--- src/rtl/led_pwm_pkg.sv ---
// Shared constants and types for the LED PWM fader: channel layout and fade direction.
package led_pwm_pkg;

   localparam int PWM_BITS_DEF = 8;
   localparam int NUM_LEDS     = 4;
   localparam int NUM_CH       = 3 * NUM_LEDS;
   localparam int R_BASE       = 0;
   localparam int G_BASE       = 4;
   localparam int B_BASE       = 8;

   typedef enum logic [1:0] {
      FADE_HOLD = 2'd0,
      FADE_UP   = 2'd1,
      FADE_DOWN = 2'd2
   } fade_dir_e;

   // Counter width that stays legal when the modulus is 1.
   function automatic int clog2_min1(input int v);
      return (v > 1) ? $clog2(v) : 1;
   endfunction

endpackage

--- src/rtl/pwm_fade_channel.sv ---
// One LED channel: linear fade of the current duty toward a target, frame-latched
// duty, and a registered PWM comparator output.
module pwm_fade_channel
   import led_pwm_pkg::*;
#(
   parameter int PWM_BITS = PWM_BITS_DEF
)
(
   input  logic                clk,
   input  logic                resetn,
   input  logic [PWM_BITS-1:0] target,
   input  logic                fade_step,
   input  logic                frame_tick,
   input  logic [PWM_BITS-1:0] pcnt,
   output logic                pin
);

   logic [PWM_BITS-1:0] cur_q, cur_d;
   logic [PWM_BITS-1:0] duty_q;
   logic                pin_q, pin_d;
   fade_dir_e           dir;

   always_comb begin
      dir = FADE_HOLD;
      if (cur_q < target) begin
         dir = FADE_UP;
      end else if (cur_q > target) begin
         dir = FADE_DOWN;
      end
   end

   // Stepping only toward the target means cur can never wrap at either end.
   always_comb begin
      cur_d = cur_q;
      if (fade_step) begin
         case (dir)
            FADE_UP:   cur_d = cur_q + PWM_BITS'(1);
            FADE_DOWN: cur_d = cur_q - PWM_BITS'(1);
            default:   cur_d = cur_q;
         endcase
      end
   end

   assign pin_d = (&duty_q) | (pcnt < duty_q);

   always_ff @(posedge clk or negedge resetn) begin
      if (!resetn) begin
         cur_q  <= '0;
         duty_q <= '0;
         pin_q  <= 1'b0;
      end else begin
         cur_q <= cur_d;
         if (frame_tick) begin
            duty_q <= cur_q;
         end
         pin_q <= pin_d;
      end
   end

   assign pin = pin_q;

endmodule

--- src/rtl/led_pwm_fader.sv ---
// Maps the SoC LED byte onto 12 RGB pins through per-channel PWM with a global
// brightness level and linear fading. Holds the shared prescaler, PWM and frame counters.
module led_pwm_fader
   import led_pwm_pkg::*;
#(
   parameter int PRESCALE = 195,
   parameter int PWM_BITS = PWM_BITS_DEF,
   parameter int FADE_DIV = 4
)
(
   input  logic                clk,
   input  logic                resetn,
   input  logic [7:0]          led_in,
   input  logic [PWM_BITS-1:0] level,
   output logic [11:0]         led_out,
   output logic                frame_tick
);

   localparam int PSC_W = clog2_min1(PRESCALE);
   localparam int FD_W  = clog2_min1(FADE_DIV);

   logic [7:0]          led_in_q;
   logic [PWM_BITS-1:0] level_q;
   logic [PSC_W-1:0]    psc_q, psc_d;
   logic [PWM_BITS-1:0] pcnt_q, pcnt_d;
   logic [FD_W-1:0]     fdiv_q, fdiv_d;
   logic                frame_tick_q;
   logic                psc_wrap, frame_wrap, fade_step;
   logic [NUM_CH-1:0]   on_vec;
   logic [NUM_CH-1:0]   pin_vec;

   assign psc_wrap   = (psc_q == PSC_W'(PRESCALE - 1));
   assign frame_wrap = psc_wrap & (&pcnt_q);
   assign fade_step  = frame_wrap & (fdiv_q == FD_W'(FADE_DIV - 1));

   always_comb begin
      psc_d  = psc_wrap ? '0 : psc_q + PSC_W'(1);
      pcnt_d = psc_wrap ? pcnt_q + PWM_BITS'(1) : pcnt_q;
      fdiv_d = fdiv_q;
      if (frame_wrap) begin
         fdiv_d = (fdiv_q == FD_W'(FADE_DIV - 1)) ? '0 : fdiv_q + FD_W'(1);
      end
   end

   always_ff @(posedge clk or negedge resetn) begin
      if (!resetn) begin
         led_in_q     <= '0;
         level_q      <= '0;
         psc_q        <= '0;
         pcnt_q       <= '0;
         fdiv_q       <= '0;
         frame_tick_q <= 1'b0;
      end else begin
         led_in_q     <= led_in;
         level_q      <= level;
         psc_q        <= psc_d;
         pcnt_q       <= pcnt_d;
         fdiv_q       <= fdiv_d;
         frame_tick_q <= frame_wrap;
      end
   end

   genvar gi;
   generate
      for (gi = 0; gi < NUM_LEDS; gi++) begin : g_map
         assign on_vec[R_BASE+gi] = led_in_q[2*gi];
         assign on_vec[G_BASE+gi] = led_in_q[2*gi+1];
         assign on_vec[B_BASE+gi] = led_in_q[2*gi] & led_in_q[2*gi+1];
      end

      // Channels get the wrap strobe a cycle before frame_tick so the new duty
      // lands together with pcnt = 0 and every frame uses a single duty.
      for (gi = 0; gi < NUM_CH; gi++) begin : g_ch
         logic [PWM_BITS-1:0] target;
         assign target = on_vec[gi] ? level_q : '0;

         pwm_fade_channel #(
            .PWM_BITS (PWM_BITS)
         ) u_ch (
            .clk        (clk),
            .resetn     (resetn),
            .target     (target),
            .fade_step  (fade_step),
            .frame_tick (frame_wrap),
            .pcnt       (pcnt_q),
            .pin        (pin_vec[gi])
         );
      end
   endgenerate

   assign led_out    = pin_vec;
   assign frame_tick = frame_tick_q;

endmodule

--- config.mk ---
export PLATFORM = sky130hd
export DESIGN_NAME = led_pwm_fader
export DESIGN_NICKNAME = d
export VERILOG_FILES = /design/src/rtl/led_pwm_pkg.sv /design/src/rtl/pwm_fade_channel.sv /design/src/rtl/led_pwm_fader.sv
export SDC_FILE = /design/constraint.sdc
export NUM_CORES = 1
export LEC_CHECK = 0
export BUFFER_PORTS_ARGS = -buffer_cell sky130_fd_sc_hd__buf_2
export CAP_MARGIN = 0
export CELL_PAD_IN_SITES_DETAIL_PLACEMENT = 1
export CELL_PAD_IN_SITES_GLOBAL_PLACEMENT = 1
export CORE_UTILIZATION = 35
export DETAILED_ROUTE_END_ITERATION = 8
export HOLD_SLACK_MARGIN = 0.08
export PLACE_DENSITY = 0.59
export SYNTH_ARGS = -nofsm -noshare
export SYNTH_HDL_FRONTEND = slang
export SYNTH_HIERARCHICAL = 1
export SYNTH_SLANG_ARGS = --single-unit
export TNS_END_PERCENT = 30
--- constraint.sdc ---
create_clock -name clk -period 4.23 [get_ports clk]
set_input_delay 0.2115 -clock clk [delete_from_list [all_inputs] [get_ports clk]]
set_output_delay 0.2115 -clock clk [all_outputs]
set_load 0.01 [all_outputs]
==> flow_summary.ini <==
[status]
status = finished, final reports clean

[job]
cap_violations = 0

[critical_path]
critical_path.max_stage_delay_ps = 700
reg2reg_to = g_ch[9].u_ch/cur_q[6]$_DFFE_PN0P_
slowest_stage = dfrtp_1
reg2reg_from = led_in_q[3]$_DFF_PN0_
crit_buf_inv = 2
crit_path_end_kind = register
crit_arrival_ps = 4290
crit_type = register to register
r2r_slack_ps = 410
crit_required_ps = 4700
worst_r2r_path_depth = 15
path_cells = and3_1 > inv_1 > ha_1 > nand2_1 > o21ai_0 > a21oi_1 > or2_2 > inv_1 > ha_1 > nor2b_4 > o21ai_2 > a21boi_1 > o21a_1 > or3_1 > a41o_1
startpoint_type = register
crit_fanout = 16
path_delay_family = simple AND/OR/NAND/NOR gates

[sta]
final.min_clock_period_ps = 3820
finalSetupViolCount = 0
fin_skew_ps = 13.8
fin_crit_sh_pct = 90.4
tightest_slew_ps = 799
final-max-slew-violation-count = 0
relSlewSlack_pct = 46.8
hold_viol = 0
rsz0062_at_grt = no
setup_tns_ps = 0
max_freq_mhz = 261

[finish]
fillers = 5633
final-instance-count-excl-fill = 2663
multiInputGateArea_mm2 = 0.0103
regArea_mm2 = 0.00598
area_growth_pct = 13.6
nets = 2262
layout-drive-gt1-share_pct = 11.2
post-route-util_pct = 40.3

[worst_hold_path]
min_path_type = primary input to register
hp-start = level[1]
hold_path_end = level_q[1]$_DFF_PN0_
hold_depth = 2

[logic_synthesis]
syn_avg_cell_area_um2 = 9.11
async_reset_ff_share_pct = 100
syn-num-nets = 2187
synth_top_area_share_pct = 34.5
ys.flop_type = dfrtp_1
synthDistinctLibCells = 45
ys_seq_area_share_pct = 34.5
synth_top_area_cell = dfrtp_1
synth_edf_count = 0
syn_area_mm2 = 0.0173
synthCells = 1901
synth_seq_cells = 239
yosys_warnings = 6
synth_area_leaders = dfrtp_1 35%, ha_1 18%, inv_1 5.3%, o21ai_0 4.9%, nand2_1 4.5%

[route]
post_drt_wl_per_cell_um = 17.8
totalWireLength_um = 47400
detail_route.vias_per_cell = 5.10
num_vias = 13600
ant_nets = 0
drt_pass1_iterations = 4
drtIter0Drc = 633
drcViolationCount = 0

[floorplan]
die_w_um = 224
io_pins = 31
dieArea_mm2 = 0.0504
die_h_um = 224
rows = 81
core_mm2 = 0.0488
start_util_pct = 35.5

[cts]
cts.repair.resized = 0
htreeDepth = 1
cts_sinks = 239
cts_tree = yes
post_cts_buffers = 0
clk_latency_ps = 580
cts-root-buf = clkbuf_16
cts_made_buffers = 31
cts_buffer_depth = 3
clk_pin_slew_worst_paths_ps = 60

[placement]
hpwl_um = 33400
io_buffers = 30
routabilityCongestion = 0.782
dpl.cell_count = 2590

[power_and_ir_drop]
swShare_pct = 24.2
p_clk_share_pct = 50.5
power.switching_mw = 1.34
p_per_area_mw_per_mm2 = 281
vdd_ir_drop_max_mv = 0.305
internal_power_mw = 4.20
leakage_nw = 9.66
combPwrFrac_pct = 7.7
seqPwrFrac_pct = 41.9

[global_route]
grtUsageMet1_pct = 25.5
overflow = 0
met2_usage_pct = 33.4
grt_max_degree = 110
grt_antenna_before_repair = 2
grt_pass1_wl_um = 78000
use_met3_pct = 2.74
track_usage_pct = 19.5
grt_pass1_vias = 14600
grt.busiest_layer = met2
[layout make-up]
class,instances,share of cell area [%]
well taps,664,4.22
diodes,2,0.0254
inverters,243,4.64
clock buffers,46,4.89
flip-flops and latches,239,30.4
multi-input cells,1389,52.4
clock inverters,8,0.585
repair buffers,72,2.82
[kinds of logic (layout without fill, tap and decap cells)]
family          Yosys count  after routing  synth area share, %
fa+ha+maj               268            268                 19.9
buf+inv                 273            369                 5.96
mux                      89             89                 5.60
simple gates            524            524                 15.6
other cells               0              2                    0
compound gates          437            437                 14.8
xor+xnor                 71             71                 3.59
flops                   239            239                 34.5
[timing repair]
action	CTS	global route
endpoints found under the hold margin	111	0
endpoints found under the setup margin	0	0
hold buffers	17	0
[worst max path at each step]
| stage | slack (ps) | endpoint | from | cells after the start |
|---|---|---|---|---|
| final | 410 | g_ch[9].u_ch/cur_q[6]$_DFFE_PN0P_ | led_in_q[3]$_DFF_PN0_ | 15 |
| after CTS | 380 | g_ch[5].u_ch/cur_q[6]$_DFFE_PN0P_ | led_in_q[3]$_DFF_PN0_ | 15 |
| after global placement | 370 | g_ch[9].u_ch/cur_q[6]$_DFFE_PN0P_ | led_in_q[3]$_DFF_PN0_ | 15 |
| after floorplan | 690 | fdiv_q[0]$_DFFE_PN0P_ | psc_q[2]$_DFF_PN0_ | 4 |
| after global routing | 130 | g_ch[2].u_ch/cur_q[5]$_DFFE_PN0P_ | led_in_q[4]$_DFF_PN0_ | 14 |
| after detailed placement | 390 | g_ch[5].u_ch/cur_q[6]$_DFFE_PN0P_ | led_in_q[3]$_DFF_PN0_ | 15 |
[layout by cell type (no fill, tap or decap), drive strengths merged, types with 2 or more instances in the layout]
cell type	instances
a211oi	12
a21boi	24
a21o	12
a21oi	120
a31oi	12
a41o	12
and2	64
and3	34
buf	55
bufinv	3
clkbuf	46
clkinv	5
dfrtp	239
diode	2
dlygate4sd3	17
fa	12
ha	256
inv	243
mux2	63
mux2i	26
nand2	221
nand2b	12
nand3	18
nand3b	13
nand4	26
nor2	66
nor2b	24
nor3	2
nor4	16
o211ai	14
o21a	12
o21ai	193
o22a	12
o31ai	14
or2	12
or3	12
or4b	3
xnor2	51
xor2	20
[sequential cells by signal, indices dropped and copies added, names as in the netlist]
| name | cells |
|---|---|
| pcnt_q | 8 |
| g_ch.u_ch/cur_q | 96 |
| g_ch.u_ch/duty_q | 96 |
| g_ch.u_ch/pin | 12 |
| led_in_q | 8 |
| psc_q | 8 |
| frame_tick | 1 |
| level_q | 8 |
| fdiv_q | 2 |
[layer usage]
layer | wire (µm) | up-vias
met5 | 0 | -
met4 | 1240 | 0
met3 | 1380 | 71
met2 | 22400 | 118
met1 | 22400 | 6699
li1 | - | 6706
[Yosys cell counts (13+ instances only)]
cell / instances
o31ai_1: 14
nand4_1: 26
clkbuf_1: 29
mux2i_1: 26
mux2_2: 63
and3_1: 33
dfrtp_1: 239
nor2_1: 66
xor2_1: 20
and2_1: 64
o211ai_1: 14
ha_1: 256
nand3b_1: 13
nand2_1: 209
nor4_1: 15
o21ai_0: 169
nand3_1: 18
xnor2_1: 51
a21oi_1: 120
inv_1: 243
[stage by stage]
step	power (mW)	setup WS [ps]	hold WS, ps	area [µm²]
floorplan	2.62	686	-84.1	17300
finish	5.54	405	275	19700
detailed placement	2.78	391	321	18400
global placement	2.76	372	322	18400
global route	5.78	133	260	19700
CTS	5.66	377	238	19700
[power by group through the flow]
stage | combinational (mW) | sequential (mW) | clock (mW)
final | 0.425 | 2.32 | 2.79
after global placement | 0.404 | 2.36 | 0
after CTS | 0.434 | 2.32 | 2.91
after global routing | 0.489 | 2.32 | 2.97
after detailed placement | 0.418 | 2.36 | 0
after floorplan | 0.283 | 2.34 | 0
(Power assumes the default switching activity.)
